`src/rtl/pc_seq_pkg.sv`:
```
// Shared types and helpers for the fetch-address sequencer.
package pc_seq_pkg;

    typedef enum logic [1:0] {
        HOLD = 2'd0,
        RUN  = 2'd1,
        HALT = 2'd2
    } pc_state_t;

    localparam int HOLD_CNT_W = 4;

    // Number of PC low bits that must be zero for an aligned fetch.
    function automatic int pc_align_bits(input int instr_bytes);
        return $clog2(instr_bytes);
    endfunction

endpackage

```
`src/rtl/pc_hold_timer.sv`:
```
// Post-reset hold counter: done rises on the last HOLD cycle so the FSM leaves HOLD next edge.
module pc_hold_timer
    import pc_seq_pkg::*;
#(
    parameter int HOLD_CYCLES = 1
) (
    input  logic clk,
    input  logic reset,
    input  logic en,
    output logic done
);

    localparam logic [HOLD_CNT_W-1:0] LAST_CNT =
        HOLD_CNT_W'((HOLD_CYCLES == 0) ? 0 : HOLD_CYCLES - 1);

    logic [HOLD_CNT_W-1:0] cnt_q;
    logic [HOLD_CNT_W-1:0] cnt_d;

    assign done = (HOLD_CYCLES == 0) || (cnt_q == LAST_CNT);

    always_comb begin
        cnt_d = cnt_q;
        if (en && !done) begin
            cnt_d = cnt_q + HOLD_CNT_W'(1);
        end
    end

    always_ff @(posedge clk) begin
        if (reset) begin
            cnt_q <= '0;
        end else begin
            cnt_q <= cnt_d;
        end
    end

endmodule

```
`src/rtl/pc_sequencer.sv`:
```
// Fetch-address generator: reset hold, valid/ready fetch stream, trap/redirect with epoch tagging, halt/resume.
// Build option PC_MISALIGN_TRAP_EN: misaligned redirect targets trap instead of being truncated.
module pc_sequencer
    import pc_seq_pkg::*;
#(
    parameter int              XLEN         = 32,
    parameter int              INSTR_BYTES  = 4,
    parameter logic [XLEN-1:0] RESET_VECTOR = '0,
    parameter int              RESET_HOLD   = 1,
    parameter int              EPOCH_W      = 2
) (
    input  logic               clk,
    input  logic               reset,
    input  logic               fetch_ready,
    output logic               fetch_valid,
    output logic [XLEN-1:0]    fetch_pc,
    output logic [EPOCH_W-1:0] fetch_epoch,
    input  logic               redirect_valid,
    input  logic [XLEN-1:0]    redirect_pc,
    input  logic               trap_valid,
    input  logic [XLEN-1:0]    trap_vector,
    input  logic               halt_req,
    input  logic               resume,
    output logic               halted,
    output logic               misalign
);

    localparam int              PC_ALIGN_BITS = pc_align_bits(INSTR_BYTES);
    localparam logic [XLEN-1:0] LOW_MASK      = XLEN'((1 << PC_ALIGN_BITS) - 1);
    localparam logic [XLEN-1:0] PC_STEP       = XLEN'(INSTR_BYTES);

    pc_state_t          state_q, state_d;
    logic [XLEN-1:0]    pc_q, pc_d;
    logic [EPOCH_W-1:0] epoch_q, epoch_d;
    logic               misalign_q, misalign_d;
    logic               hold_done;
    logic               redir_bad;
    logic [XLEN-1:0]    redir_target;

    pc_hold_timer #(
        .HOLD_CYCLES(RESET_HOLD)
    ) u_hold_timer (
        .clk  (clk),
        .reset(reset),
        .en   (state_q == HOLD),
        .done (hold_done)
    );

`ifdef PC_MISALIGN_TRAP_EN
    assign redir_bad    = |(redirect_pc & LOW_MASK);
    assign redir_target = redirect_pc;
`else
    // Without the trap option the target is silently aligned down.
    assign redir_bad    = 1'b0;
    assign redir_target = redirect_pc & ~LOW_MASK;
`endif

    always_comb begin
        state_d    = state_q;
        pc_d       = pc_q;
        epoch_d    = epoch_q;
        misalign_d = 1'b0;
        case (state_q)
            HOLD: begin
                if (hold_done) begin
                    state_d = RUN;
                end
            end
            RUN, HALT: begin
                if (trap_valid) begin
                    pc_d    = trap_vector;
                    epoch_d = epoch_q + EPOCH_W'(1);
                end else if (redirect_valid) begin
                    epoch_d = epoch_q + EPOCH_W'(1);
                    if (redir_bad) begin
                        pc_d       = trap_vector;
                        misalign_d = 1'b1;
                    end else begin
                        pc_d = redir_target;
                    end
                end else if (state_q == RUN && fetch_ready) begin
                    pc_d = pc_q + PC_STEP;
                end
                // Resume wins over a simultaneous halt request while halted.
                if (state_q == RUN && halt_req) begin
                    state_d = HALT;
                end else if (state_q == HALT && resume) begin
                    state_d = RUN;
                end
            end
            default: begin
                state_d = HOLD;
            end
        endcase
    end

    always_ff @(posedge clk) begin
        if (reset) begin
            state_q    <= HOLD;
            pc_q       <= RESET_VECTOR;
            epoch_q    <= '0;
            misalign_q <= 1'b0;
        end else begin
            state_q    <= state_d;
            pc_q       <= pc_d;
            epoch_q    <= epoch_d;
            misalign_q <= misalign_d;
        end
    end

    assign fetch_valid = (state_q == RUN);
    assign halted      = (state_q == HALT);
    assign fetch_pc    = pc_q;
    assign fetch_epoch = epoch_q;
    assign misalign    = misalign_q;

endmodule

```
`config.mk`:
```
export PLATFORM = sky130hd
export DESIGN_NAME = pc_sequencer
export DESIGN_NICKNAME = d
export VERILOG_FILES = /design/src/rtl/pc_seq_pkg.sv /design/src/rtl/pc_hold_timer.sv /design/src/rtl/pc_sequencer.sv
export SDC_FILE = /design/constraint.sdc
export NUM_CORES = 1
export LEC_CHECK = 0
export CORE_MARGIN = 1.5
export CORE_UTILIZATION = 64
export DETAILED_ROUTE_END_ITERATION = 8
export DONT_BUFFER_PORTS = 1
export HOLD_SLACK_MARGIN = 0.02
export PLACE_DENSITY = 0.84
export SETUP_SLACK_MARGIN = 0.15
export SKIP_LAST_GASP = 1
export SLEW_MARGIN = 20
export SYNTH_ARGS = -nofsm -noshare
export SYNTH_HDL_FRONTEND = slang
export SYNTH_HIERARCHICAL = 1
export SYNTH_SLANG_ARGS = --single-unit
```
`constraint.sdc`:
```
create_clock -name clk -period 2.5 [get_ports clk]
set_clock_uncertainty 0.2 [all_clocks]
set_input_delay 0.375 -clock clk [delete_from_list [all_inputs] [get_ports clk]]
set_output_delay 0.375 -clock clk [all_outputs]
set_load 0.05 [all_outputs]
```
# Word level (Yosys, flattened, before mapping)
# Index checks and enable logic that the tools add are counted.
# Widths: inputs -> output; s select.
# totals
ff_bits	40
input_bits	71
output_inout_bits	37
word_cells	33
# classes
addsub	3
n_eq_ne	4
n_mux	9
n_reduce_logical	13
# op_table
op	n
$mux 32	3
$add 32x3->32 const B	1
$mux 2	5
$reduce_and 2->1	3
$add 4x1->4 const B	1
$logic_and 1x1->1	4
$logic_not 4->1	1
$pmux 2 s2	1
$ne 3x3->1 const B	1
$reduce_bool 3->1	1
$add 2x1->2 const B	1
$eq 2x1->1 const B	1
$eq 2x2->1 const B	1
$logic_not 2->1	1
$ne 2x2->1 const B	1
$reduce_bool 2->1	1
$reduce_or 2->1	1
$logic_not 1->1	1

# Depth between registers and ports, before layout
# Gate-level depths: netlist of run 1.
# depth
word_depth	5
depth_mapped	9
depth_no_buf	8

# Hierarchy
# Netlist of run 1, hierarchy kept.
# modules_own_cells
mod	instances	cells_each	area_per_inst_um2	seq_area_each_um2
pc_sequencer	1	363	2717.6	720.7
pc_hold_timer	1	23	216.5	80.1

# Worst setup path before layout of run 1
# Ideal clock, no wire load.
# synth_path
kind	reg-to-reg
from	reg pc_q[2] (netlist: fetch_pc[2])
to	reg pc_q[30] (netlist: fetch_pc[30])
setup_time_ns	0.079
arrival_time_ns	2.137
required_time_ns	2.221
path_slack_ns	0.084
stages_incl_launch_ff	7
n_path_buf	0
period_less_slack_ns	2.416
path_cell_list	dfxtp_1 > ha_1 > nand3_2 > nor3_2 > nand4_2 > or4_1 > o211ai_1
# synth_via
elab_chain_cells	4
# synth_lines
element	line_no	text
start, declared	pc_sequencer.sv:33	logic [XLEN-1:0] pc_q, pc_d;
start signal, assigned	pc_sequencer.sv:105	pc_q <= pc_d;
$add 32x3->32	pc_sequencer.sv:82	pc_d = pc_q + PC_STEP;
$mux 32	pc_sequencer.sv:81	end else if (state_q == RUN && fetch_ready) begin
$mux 32	pc_sequencer.sv:73	end else if (redirect_valid) begin
$mux 32	pc_sequencer.sv:70	if (trap_valid) begin
# No other way between the ends. The select of a mux whose other input is x is not followed.
# A chain may end at the register's enable or synchronous reset.

# Worst setup path in the final report of run 1
# Ends and elaborated chain as after synthesis.

==> flow_summary_export.csv, run 1 <==
group,metric,value,unit
synthesis,synth_top_family_by_area,"simple AND/OR/NAND/NOR gates",
grt,gr-usage-all-layers,34.7,%
setup_path,critPathMaxStageDelay,490,ps
power,finalPower,3.30,mW
power,ir_drop,0.534,mV
cts,cts_buffers,5,
cts,worst_skew_pair.late_latency,300,ps
setup_path,critical_path.max_fanout,7,
placed_design,gp_congestion,0.914,
cts,cts.clk_slew.worst_paths,80,ps
setup_path,regToRegSetupSlack,290,ps
synthesis,synth_fa_ha_area_share,2.99,%
sta,post-route-worst-setup-slack,285,ps
synthesis,dominant_register_cell_in_the_synthesized_netlist,"sky130_fd_sc_hd__dfxtp_1",
drt,routed_wl_per_cell,18.9,µm
sta,period_share,88.6,%
power,powerDensity,994,mW/mm²
die,floorplan.rows,24,
synthesis,register_bit_count_reported_by_yosys,40,
synthesis,synth_enable_flop_cells,0,
die,dieArea,0.00500,mm²
setup_path,worstPathRequired,2520,ps
synthesis,synth_compound_gate_area_share,26.7,%
final_layout,area.growth.synth_to_final,13.2,%
grt,first_pass_grt_wire_length,14.1,mm
setup_path,worst_ep_arrival_time,2230,ps
cts,cts_tree,"built",
final_layout,post-route-util,75.8,%
synthesis,avgSynthCellArea,7.60,µm²
worst_hold_path,hp-class,"primary input to flop",
setup_path,crit_path_top_delay_cell,"sky130_fd_sc_hd__or4_1",
cts,clock-root-buffer,"sky130_fd_sc_hd__clkbuf_8",
drt,1st_iter_drt_viols,334,
drt,first_pass_iters,6,
setup_path,cell_breakdown_of_the_critical_path,"ha_1 -> nand3_2 -> nor3_2 -> nand4_2 -> or4_1 -> o211ai_1",
die,coreArea,0.00438,mm²
final_layout,nNetsFinal,488,
sta,finalMaxSlewViolations,0,
grt,grt_antenna_before_repair,0,
final_layout,filler_cell_count,346,
synthesis,number_of_distinct_library_cells_after_synthesis,68,
die,number_of_placed_i_o_pins,108,
synthesis,synth_top_cells_by_count,"sky130_fd_sc_hd__nor2_1 (41), sky130_fd_sc_hd__dfxtp_1 (40), sky130_fd_sc_hd__nand2_1 (39)",
placed_design,detailedPlace.worstSlack,248,ps
final_layout,drive_above_1_share,17.5,%
drt,postRouteWirelength,8.73,mm
setup_path,rr_endpoint,"fetch_pc[30]",
sta,final.setup.tns,0,ps
synthesis,synth-simple-area-share,33.7,%
cts,htreeDepth,2,
final_layout,num_antenna_cells,0,
setup_path,critPathKind,"flop to flop",
sta,final_hold_viols,0,
synthesis,synthMostInstantiatedCell,"sky130_fd_sc_hd__nor2_1",
die,die_x,70.7,µm
die,fp.dieH,70.7,µm
setup_path,worst_setup_path_start_kind,"flop",
drt,antenna_violation_net_count_after_detailed_routing,0,
grt,maximum_number_of_pins_on_one_net_before_global_route_repair,44,
synthesis,synth_top_area_share,27.3,%
synthesis,post_synth_mux_area_share,1.54,%
sta,timing_worst_slew_pin_value,1140,ps
sta,grt_setup_unrepaired,"false",
placed_design,place.detailed.hpwl,6.14,mm
synthesis,largest_area_contributor_in_the_synthesized_netlist,"sky130_fd_sc_hd__dfxtp_1",
setup_path,r2r_start,"fetch_pc[2]",
grt,grt_pass1_vias,3036,
placed_design,port_buffers,0,
synthesis,async_reset_ff_share,0,%
synthesis,synth_xor_xnor_area_share,2.39,%
setup_path,crit_path_end_kind,"flop",
synthesis,seq_area_frac_synth,27.3,%
synthesis,count_of_yosys_warnings_during_synthesis,6,
cts,cts.sink_count,40,
drt,final_routed_drc_violation_total,0,
synthesis,post_synthesis_cells,386,
status,status,"complete, no violations",
cts,clk_path_buf_depth,2,
synthesis,yosys-top-cells-area,"sky130_fd_sc_hd__dfxtp_1 (27%), sky130_fd_sc_hd__nor2_1 (5.2%), sky130_fd_sc_hd__nand2_1 (5.0%), sky130_fd_sc_hd__a21oi_1 (4.4%), sky130_fd_sc_hd__o21ai_0 (3.4%)",
setup_path,worst_setup_path_startpoint,"fetch_pc[2]",
sta,max_slew_headroom,23.7,%
sta,final_period_minus_worst_setup_slack,2210,ps
setup_path,r2r_cells,6,
setup_path,timing.critical_path.to,"fetch_pc[30]",
drt,via_cell_ratio,7.03,
sta,setup_viol,0,
drt,detailroute.via_count,3256,
job,maximum_capacitance_violations,0,
sta,maximum_operating_frequency,452,MHz
die,floorplan.initialDensity,66.9,%
power,power.leakage,1.24,nW
synthesis,syn-num-nets,464,
synthesis,syn-cell-area,0.00293,mm²
grt,globalRouteOverflowTotal,0,
[worst min-delay path by stage]
| stage | end | cells past startpoint | slack [ps] | startpoint |
|---|---|---|---|---|
| final | fetch_pc[8] | 2 | 30 | trap_vector[8] |
| after global routing | fetch_pc[8] | 2 | 60 | trap_valid |
| after CTS | fetch_pc[30] | 1 | 20 | reset |
| after detailed placement | fetch_pc[3] | 1 | 250 | reset |
| after global placement | fetch_pc[3] | 1 | 250 | reset |
| after floorplan | u_hold_timer/cnt_q[2] | 1 | 240 | reset |
[layer usage]
metal,wire length [µm],share of wire [%],global-route usage (%)
met5,0,0,0
met4,207,2.4,14.3
met3,720,8.2,7.69
met2,4330,50,58.9
met1,3470,40,42.6
[cell families (layout without fill, tap and decap cells)]
kind of cell,after synthesis,in the layout
simple gates,176,176
mux,4,4
compound gates,112,112
buf+inv,38,63
flops,40,40
fa+ha+maj,7,7
xor+xnor,8,8
other cells,1,1
[critical path, delay by kind of cell, from the launching register on]
| kind | cells | cell delay, ps |
|---|---|---|
| compound gates | 1 | 100 |
| fa+ha+maj | 1 | 270 |
| flops | 1 | 420 |
| simple gates | 4 | 1150 |
[area by class of cell]
| class | instances | area (µm²) | share of cell area, % |
|---|---|---|---|
| Multi-Input combinational cell | 308 | 1980 | 59.7 |
| Inverter | 12 | 45.0 | 1.36 |
| Clock inverter | 1 | 7.51 | 0.226 |
| Tap cell | 52 | 65.1 | 1.96 |
| Timing Repair Buffer | 43 | 332 | 9.98 |
| Sequential cell | 40 | 803 | 24.2 |
| Clock buffer | 7 | 86.3 | 2.60 |
[state kept, by name (all words and copies together), names as in the netlist]
name,count
fetch_pc,32
state_q,2
fetch_epoch,2
u_hold_timer/cnt_q,4
[repair_timing]
action                     4_1_cts  5_1_grt
gates resized for setup          0        2
hold buffers                     1        1
buffers inserted                 0        0
hold endpoints to repair        27        1
setup endpoints to repair        0        4
[power breakdown]
group	internal, mW	switching, mW	leakage (nW)	total, mW
Combinational	0.568	1.18	0.865	1.75
Sequential	0.812	0.279	0.328	1.09
Clock	0.224	0.235	0.0445	0.460
Total	1.60	1.70	1.24	3.30
[metrics by stage]
stage / instances / hold slack (ps) / cell area [µm²]
after floorplan: 386 / 244 / 2940
after global placement: 453 / 245 / 3200
after detailed placement: 453 / 247 / 3200
after CTS: 462 / 20.4 / 3310
after global routing: 463 / 58.7 / 3320
final: 463 / 34.8 / 3320
[placed cells by master, fill, tap and decap left out, drive strengths merged, types with 3 or more instances in the layout]
cell type	n
nor2	41
buf	41
dfxtp	40
nand2	39
a21oi	26
o21ai	20
nand3	16
nand4	15
inv	12
nor3	11
o211ai	9
a211oi	9
nor4	9
and3	9
and4	7
clkbuf	7
ha	7
nand2b	6
a22oi	6
nand4b	5
nor2b	5
xnor2	4
xor2	4
or4	4
a31oi	4
and2	4
o31ai	4
a311oi	3
a22o	3
mux2i	3
a221o	3
o311ai	3
a221oi	3
a2111oi	3
Note: power is estimated with default switching activity, not from simulation.
==> run 2: changes to the inputs <==
--- a/config.mk
+++ b/config.mk
@@ -9,7 +9,7 @@
 export CORE_UTILIZATION = 64
 export DETAILED_ROUTE_END_ITERATION = 8
 export DONT_BUFFER_PORTS = 1
-export HOLD_SLACK_MARGIN = 0.02
+export HOLD_SLACK_MARGIN = 0.05
 export PLACE_DENSITY = 0.84
 export SETUP_SLACK_MARGIN = 0.15
 export SKIP_LAST_GASP = 1
==> flow_summary_export.csv, run 2 (same netlist as run 1, synthesis figures left out) <==
group,metric,value,unit
die,number_of_placed_i_o_pins,108,
status,status,"complete, no violations",
power,internal-power,1.60,mW
grt,gr-usage-all-layers,35.0,%
final_layout,nNetsFinal,489,
placed_design,gp_congestion,0.914,
final_layout,drive_above_1_share,17.7,%
setup_path,critical_path.top_delay_family,"simple AND/OR/NAND/NOR gates",
setup_path,r2r_cells,6,
final_layout,layout_common_cells,"sky130_fd_sc_hd__nor2_1 (41), sky130_fd_sc_hd__buf_4 (40), sky130_fd_sc_hd__nand2_1 (39), sky130_fd_sc_hd__dfxtp_1 (38), sky130_fd_sc_hd__a21oi_1 (26)",
power,p_comb_share,53.0,%
worst_hold_path,worstHoldPathCells,2,
drt,routed_wl_per_cell,19.0,µm
die,die_x,70.7,µm
sta,max_slew_headroom,53.2,%
sta,finalMaxSlewViolations,0,
die,floorplan.initialDensity,66.9,%
sta,final.setup.tns,0,ps
power,power.leakage,1.24,nW
setup_path,critPathMaxStageDelay,500,ps
job,maximum_capacitance_violations,0,
drt,postRouteWirelength,8.81,mm
power,ir_drop,0.535,mV
setup_path,rr_endpoint,"fetch_pc[30]",
power,share_of_power_burned_in_the_clock_network,13.9,%
sta,grt_setup_unrepaired,"false",
grt,grt_pass1_vias,3053,
setup_path,worst_setup_path_startpoint,"fetch_pc[2]",
sta,post-route-worst-setup-slack,275,ps
drt,antenna_violation_net_count_after_detailed_routing,0,
final_layout,num_antenna_cells,0,
worst_hold_path,hp-start,"trap_valid",
grt,first_pass_grt_wire_length,14.2,mm
setup_path,r2r_start,"fetch_pc[2]",
cts,cts.clk_slew.worst_paths,80,ps
placed_design,place.detailed.hpwl,6.14,mm
drt,detailroute.via_count,3291,
power,powerDensity,992,mW/mm²
cts,cts_setup_buffers,0,
setup_path,worst_ep_arrival_time,2240,ps
die,floorplan.rows,24,
cts,cts_buffers,5,
placed_design,port_buffers,0,
setup_path,worst_setup_path_start_kind,"flop",
setup_path,crit_path_top_delay_cell,"sky130_fd_sc_hd__or4_1",
grt,maximum_number_of_pins_on_one_net_before_global_route_repair,44,
grt,globalRouteOverflowTotal,0,
setup_path,regToRegSetupSlack,280,ps
cts,cts_tree,"built",
cts,cts.sink_count,40,
cts,clock-root-buffer,"sky130_fd_sc_hd__clkbuf_8",
worst_hold_path,min_delay_endpoint,"fetch_pc[1]",
die,fp.dieH,70.7,µm
cts,worst_skew_pair.late_latency,300,ps
setup_path,cell_breakdown_of_the_critical_path,"ha_1 -> nand3_2 -> nor3_2 -> nand4_2 -> or4_1 -> o211ai_1",
die,coreArea,0.00438,mm²
power,finalPower,3.30,mW
sta,maximum_operating_frequency,449,MHz
sta,hold_slack,61.7,ps
drt,final_routed_drc_violation_total,0,
power,p_sw,1.70,mW
setup_path,crit_path_end_kind,"flop",
setup_path,critPathKind,"flop to flop",
sta,final_period_minus_worst_setup_slack,2220,ps
drt,1st_iter_drt_viols,410,
drt,first_pass_iters,7,
power,power_switching_share,51.4,%
final_layout,most_common_cell_after_layout_fill_and_taps_aside,"sky130_fd_sc_hd__nor2_1",
grt,grt_antenna_before_repair,0,
sta,final_hold_viols,0,
drt,via_cell_ratio,7.09,
setup_path,critical_path_buf_inv_count,0,
cts,htreeDepth,2,
sta,setup_viol,0,
final_layout,area.growth.synth_to_final,13.4,%
worst_hold_path,hp-class,"primary input to flop",
sta,timing_worst_slew_pin_value,701,ps
placed_design,detailedPlace.worstSlack,248,ps
die,dieArea,0.00500,mm²
power,power.sequential.fraction,33.1,%
setup_path,worstPathRequired,2520,ps
setup_path,critical_path.max_fanout,7,
sta,period_share,89.0,%
final_layout,largest_reg_flops,32,
cts,clk_path_buf_depth,2,
==> run 2: changes by cell type in the layout (fill, tap and decap cells not counted), sizes merged <==
cell  change
buf       +1
==> run 2: metrics by stage <==
step	instance area [µm²]	std cells	utilization, %
final	3330	464	75.9
after global routing	3330	464	75.9
after CTS	3330	464	75.9
after detailed placement	3200	453	73.0
after global placement	3200	453	73.0
after floorplan	2940	386	-
==> run 2: worst max path at each step <==
stage                   endpoint  slack, ps  cells after the start
floorplan           fetch_pc[26]        210                      5
global placement    fetch_pc[14]        330                      7
detailed placement  fetch_pc[14]        250                      7
CTS                 fetch_pc[14]        180                      7
global route        fetch_pc[30]        160                      6
finish              fetch_pc[30]        280                      6
==> run 2: area by class of cell <==
type / instances / area, µm²
flip-flops and latches: 40 / 803
clock buffers: 7 / 86.3
fillers: 342 / 1060
repair buffers: 44 / 337
multi-input cells: 308 / 1980
well taps: 52 / 65.1
clock inverters: 1 / 7.51
inverters: 12 / 45.0
==> run 2: repair_timing <==
| action | in CTS | in global routing |
|---|---|---|
| setup endpoints to repair | 0 | 4 |
| hold buffers | 3 | 0 |
| resized for setup | 0 | 2 |
| hold endpoints to repair | 28 | 0 |
==> run 2: worst register-to-register path, delay by kind of cell (launching register included) <==
family | cells | cell delay (ps)
AOI/OAI and AO/OA | 1 | 100
DFF | 1 | 420
adders and majority gates | 1 | 270
and+or+nand+nor | 4 | 1160
==> run 2: per-layer routing <==
layer	up-vias	GRT usage, %	wire [µm]	part of all wire (%)
li1	1520	-	-	-
met5	-	0	0	0
met2	193	59.1	4300	49
met1	1539	43.4	3530	40
met4	0	14.3	231	2.6
met3	39	7.69	741	8.4
==> run 2: power groups by stage <==
stage	combinational, mW	sequential, mW	clock [mW]
final	1.75	1.09	0.459
after global routing	1.87	1.11	0.499
after CTS	1.72	1.08	0.463
after detailed placement	1.70	1.10	0
after global placement	1.66	1.09	0
after floorplan	0.746	1.59	0
==> run 3: changes to the inputs <==
--- a/config.mk
+++ b/config.mk
@@ -11,6 +11,7 @@
 export DONT_BUFFER_PORTS = 1
 export HOLD_SLACK_MARGIN = 0.05
 export PLACE_DENSITY = 0.84
+export RECOVER_POWER = 50
 export SETUP_SLACK_MARGIN = 0.15
 export SKIP_LAST_GASP = 1
 export SLEW_MARGIN = 20
==> flow_summary_export.csv, run 3 (same netlist as run 1, synthesis figures left out) <==
group,metric,value,unit
status,status,"complete, no violations",
sta,period_share,91.1,%
power,internal-power,1.49,mW
worst_hold_path,hp-start,"trap_valid",
final_layout,nNetsFinal,489,
power,p_comb_share,51.3,%
final_layout,layout.cell_area.non_filler,0.00321,mm²
setup_path,rr_endpoint,"fetch_pc[25]",
placed_design,gp_congestion,0.914,
sta,final_hold_viols,0,
drt,via_cell_ratio,7.09,
drt,1st_iter_drt_viols,395,
drt,detailroute.via_count,3289,
cts,clk_path_buf_depth,2,
worst_hold_path,hp-class,"primary input to flop",
grt,grt_pass1_vias,3053,
final_layout,most_common_cell_after_layout_fill_and_taps_aside,"sky130_fd_sc_hd__nor2_1",
sta,finalMaxSlewViolations,0,
cts,worst_skew_pair.late_latency,300,ps
placed_design,port_buffers,0,
die,number_of_placed_i_o_pins,108,
sta,final_period_minus_worst_setup_slack,2280,ps
grt,gr-usage-all-layers,35.0,%
setup_path,worst_setup_path_start_kind,"flop",
placed_design,detailedPlace.worstSlack,248,ps
die,die_x,70.7,µm
final_layout,post-route-util,73.3,%
setup_path,critical_path.max_fanout,9,
final_layout,area.growth.synth_to_final,9.47,%
setup_path,worst_setup_path_startpoint,"state_q[0]",
final_layout,layout_common_cells,"sky130_fd_sc_hd__nor2_1 (41), sky130_fd_sc_hd__nand2_1 (39), sky130_fd_sc_hd__dfxtp_1 (38), sky130_fd_sc_hd__clkbuf_1 (28), sky130_fd_sc_hd__a21oi_1 (26)",
die,floorplan.initialDensity,66.9,%
final_layout,num_antenna_cells,0,
setup_path,r2r_start,"state_q[0]",
setup_path,worstPathRequired,2510,ps
job,maximum_capacitance_violations,0,
power,power_switching_share,53.1,%
die,dieArea,0.00500,mm²
sta,maximum_operating_frequency,439,MHz
power,ir_drop,0.527,mV
sta,post-route-worst-setup-slack,221,ps
cts,cts_tree,"built",
drt,antenna_violation_net_count_after_detailed_routing,0,
grt,globalRouteOverflowTotal,0,
sta,grt_setup_unrepaired,"false",
grt,maximum_number_of_pins_on_one_net_before_global_route_repair,44,
power,p_sw,1.69,mW
setup_path,worst_ep_arrival_time,2290,ps
setup_path,r2r_cells,6,
drt,routed_wl_per_cell,18.8,µm
sta,hold_slack,61.1,ps
setup_path,crit_path_end_kind,"flop",
sta,final.setup.tns,0,ps
sta,max_slew_headroom,46.7,%
cts,htreeDepth,2,
final_layout,largest_reg_flops,32,
sta,timing_worst_slew_pin_value,799,ps
final_layout,drive_above_1_share,10.4,%
placed_design,place.detailed.hpwl,6.14,mm
power,power.sequential.fraction,34.2,%
grt,grt_antenna_before_repair,0,
drt,postRouteWirelength,8.71,mm
power,share_of_power_burned_in_the_clock_network,14.4,%
die,coreArea,0.00438,mm²
cts,cts_buffers,5,
die,floorplan.rows,24,
setup_path,regToRegSetupSlack,220,ps
drt,first_pass_iters,7,
power,power.leakage,1.12,nW
grt,first_pass_grt_wire_length,14.2,mm
drt,final_routed_drc_violation_total,0,
sta,setup_viol,0,
setup_path,timing.critical_path.to,"fetch_pc[25]",
cts,clock-root-buffer,"sky130_fd_sc_hd__clkbuf_8",
cts,cts_setup_buffers,0,
placed_design,detailed_place.area,0.00320,mm²
cts,cts.sink_count,40,
die,fp.dieH,70.7,µm
power,powerDensity,988,mW/mm²
cts,cts.clk_slew.worst_paths,80,ps
worst_hold_path,worstHoldPathCells,2,
setup_path,critPathKind,"flop to flop",
-- run 3: how the worst min path moves through the flow --
stage	endpoint	slack, ps
6_report	fetch_pc[1]	60
5_1_grt	fetch_pc[0]	60
4_1_cts	fetch_pc[7]	60
3_5_place_dp	fetch_pc[3]	250
3_3_place_gp	fetch_pc[3]	250
2_1_floorplan	u_hold_timer/cnt_q[2]	240
-- run 3: stage by stage --
step	instances	power [mW]
3_3_place_gp	453	2.75
3_5_place_dp	453	2.80
4_1_cts	464	3.27
6_report	464	3.17
2_1_floorplan	386	2.34
5_1_grt	464	3.36
-- run 3: power by group through the flow --
stage                     Sequential (mW)  Combinational [mW]  Clock, mW
after global routing                 1.11                1.76      0.499
after detailed placement             1.10                1.70          0
after global placement               1.09                1.66          0
after CTS                            1.08                1.72      0.463
after floorplan                      1.59               0.746          0
final                                1.09                1.63      0.457
-- run 3: layer usage --
layer | vias up | share of wire, % | track usage [%]
li1 | 1516 | - | -
met1 | 1542 | 39 | 43.4
met2 | 202 | 50 | 59.1
met3 | 29 | 9.0 | 7.69
met4 | 0 | 2.5 | 14.3
met5 | - | 0 | 0
-- run 3: critical path, cell delays in order (launching register included) --
cell,delay [ps]
sky130_fd_sc_hd__dfxtp_1,390
sky130_fd_sc_hd__inv_1,90
sky130_fd_sc_hd__ha_1,470
sky130_fd_sc_hd__and2_1,280
sky130_fd_sc_hd__nand2_1,100
sky130_fd_sc_hd__or4_1,470
sky130_fd_sc_hd__o221ai_1,190
-- run 3: area by class of cell --
type / instances / area [µm²]
clock buffer: 7 / 86.3
clock inverter: 1 / 7.51
fill: 382 / 1170
inverter: 12 / 45.0
multi-input combinational: 308 / 1970
sequential: 40 / 803
tap: 52 / 65.1
timing repair buffer: 44 / 235
-- run 3: repair_timing --
item                                    4_1_cts  5_1_grt
hold buffers                                  3        0
gates resized for setup                       0        2
endpoints found under the setup margin        0        4
endpoints found under the hold margin        28        0
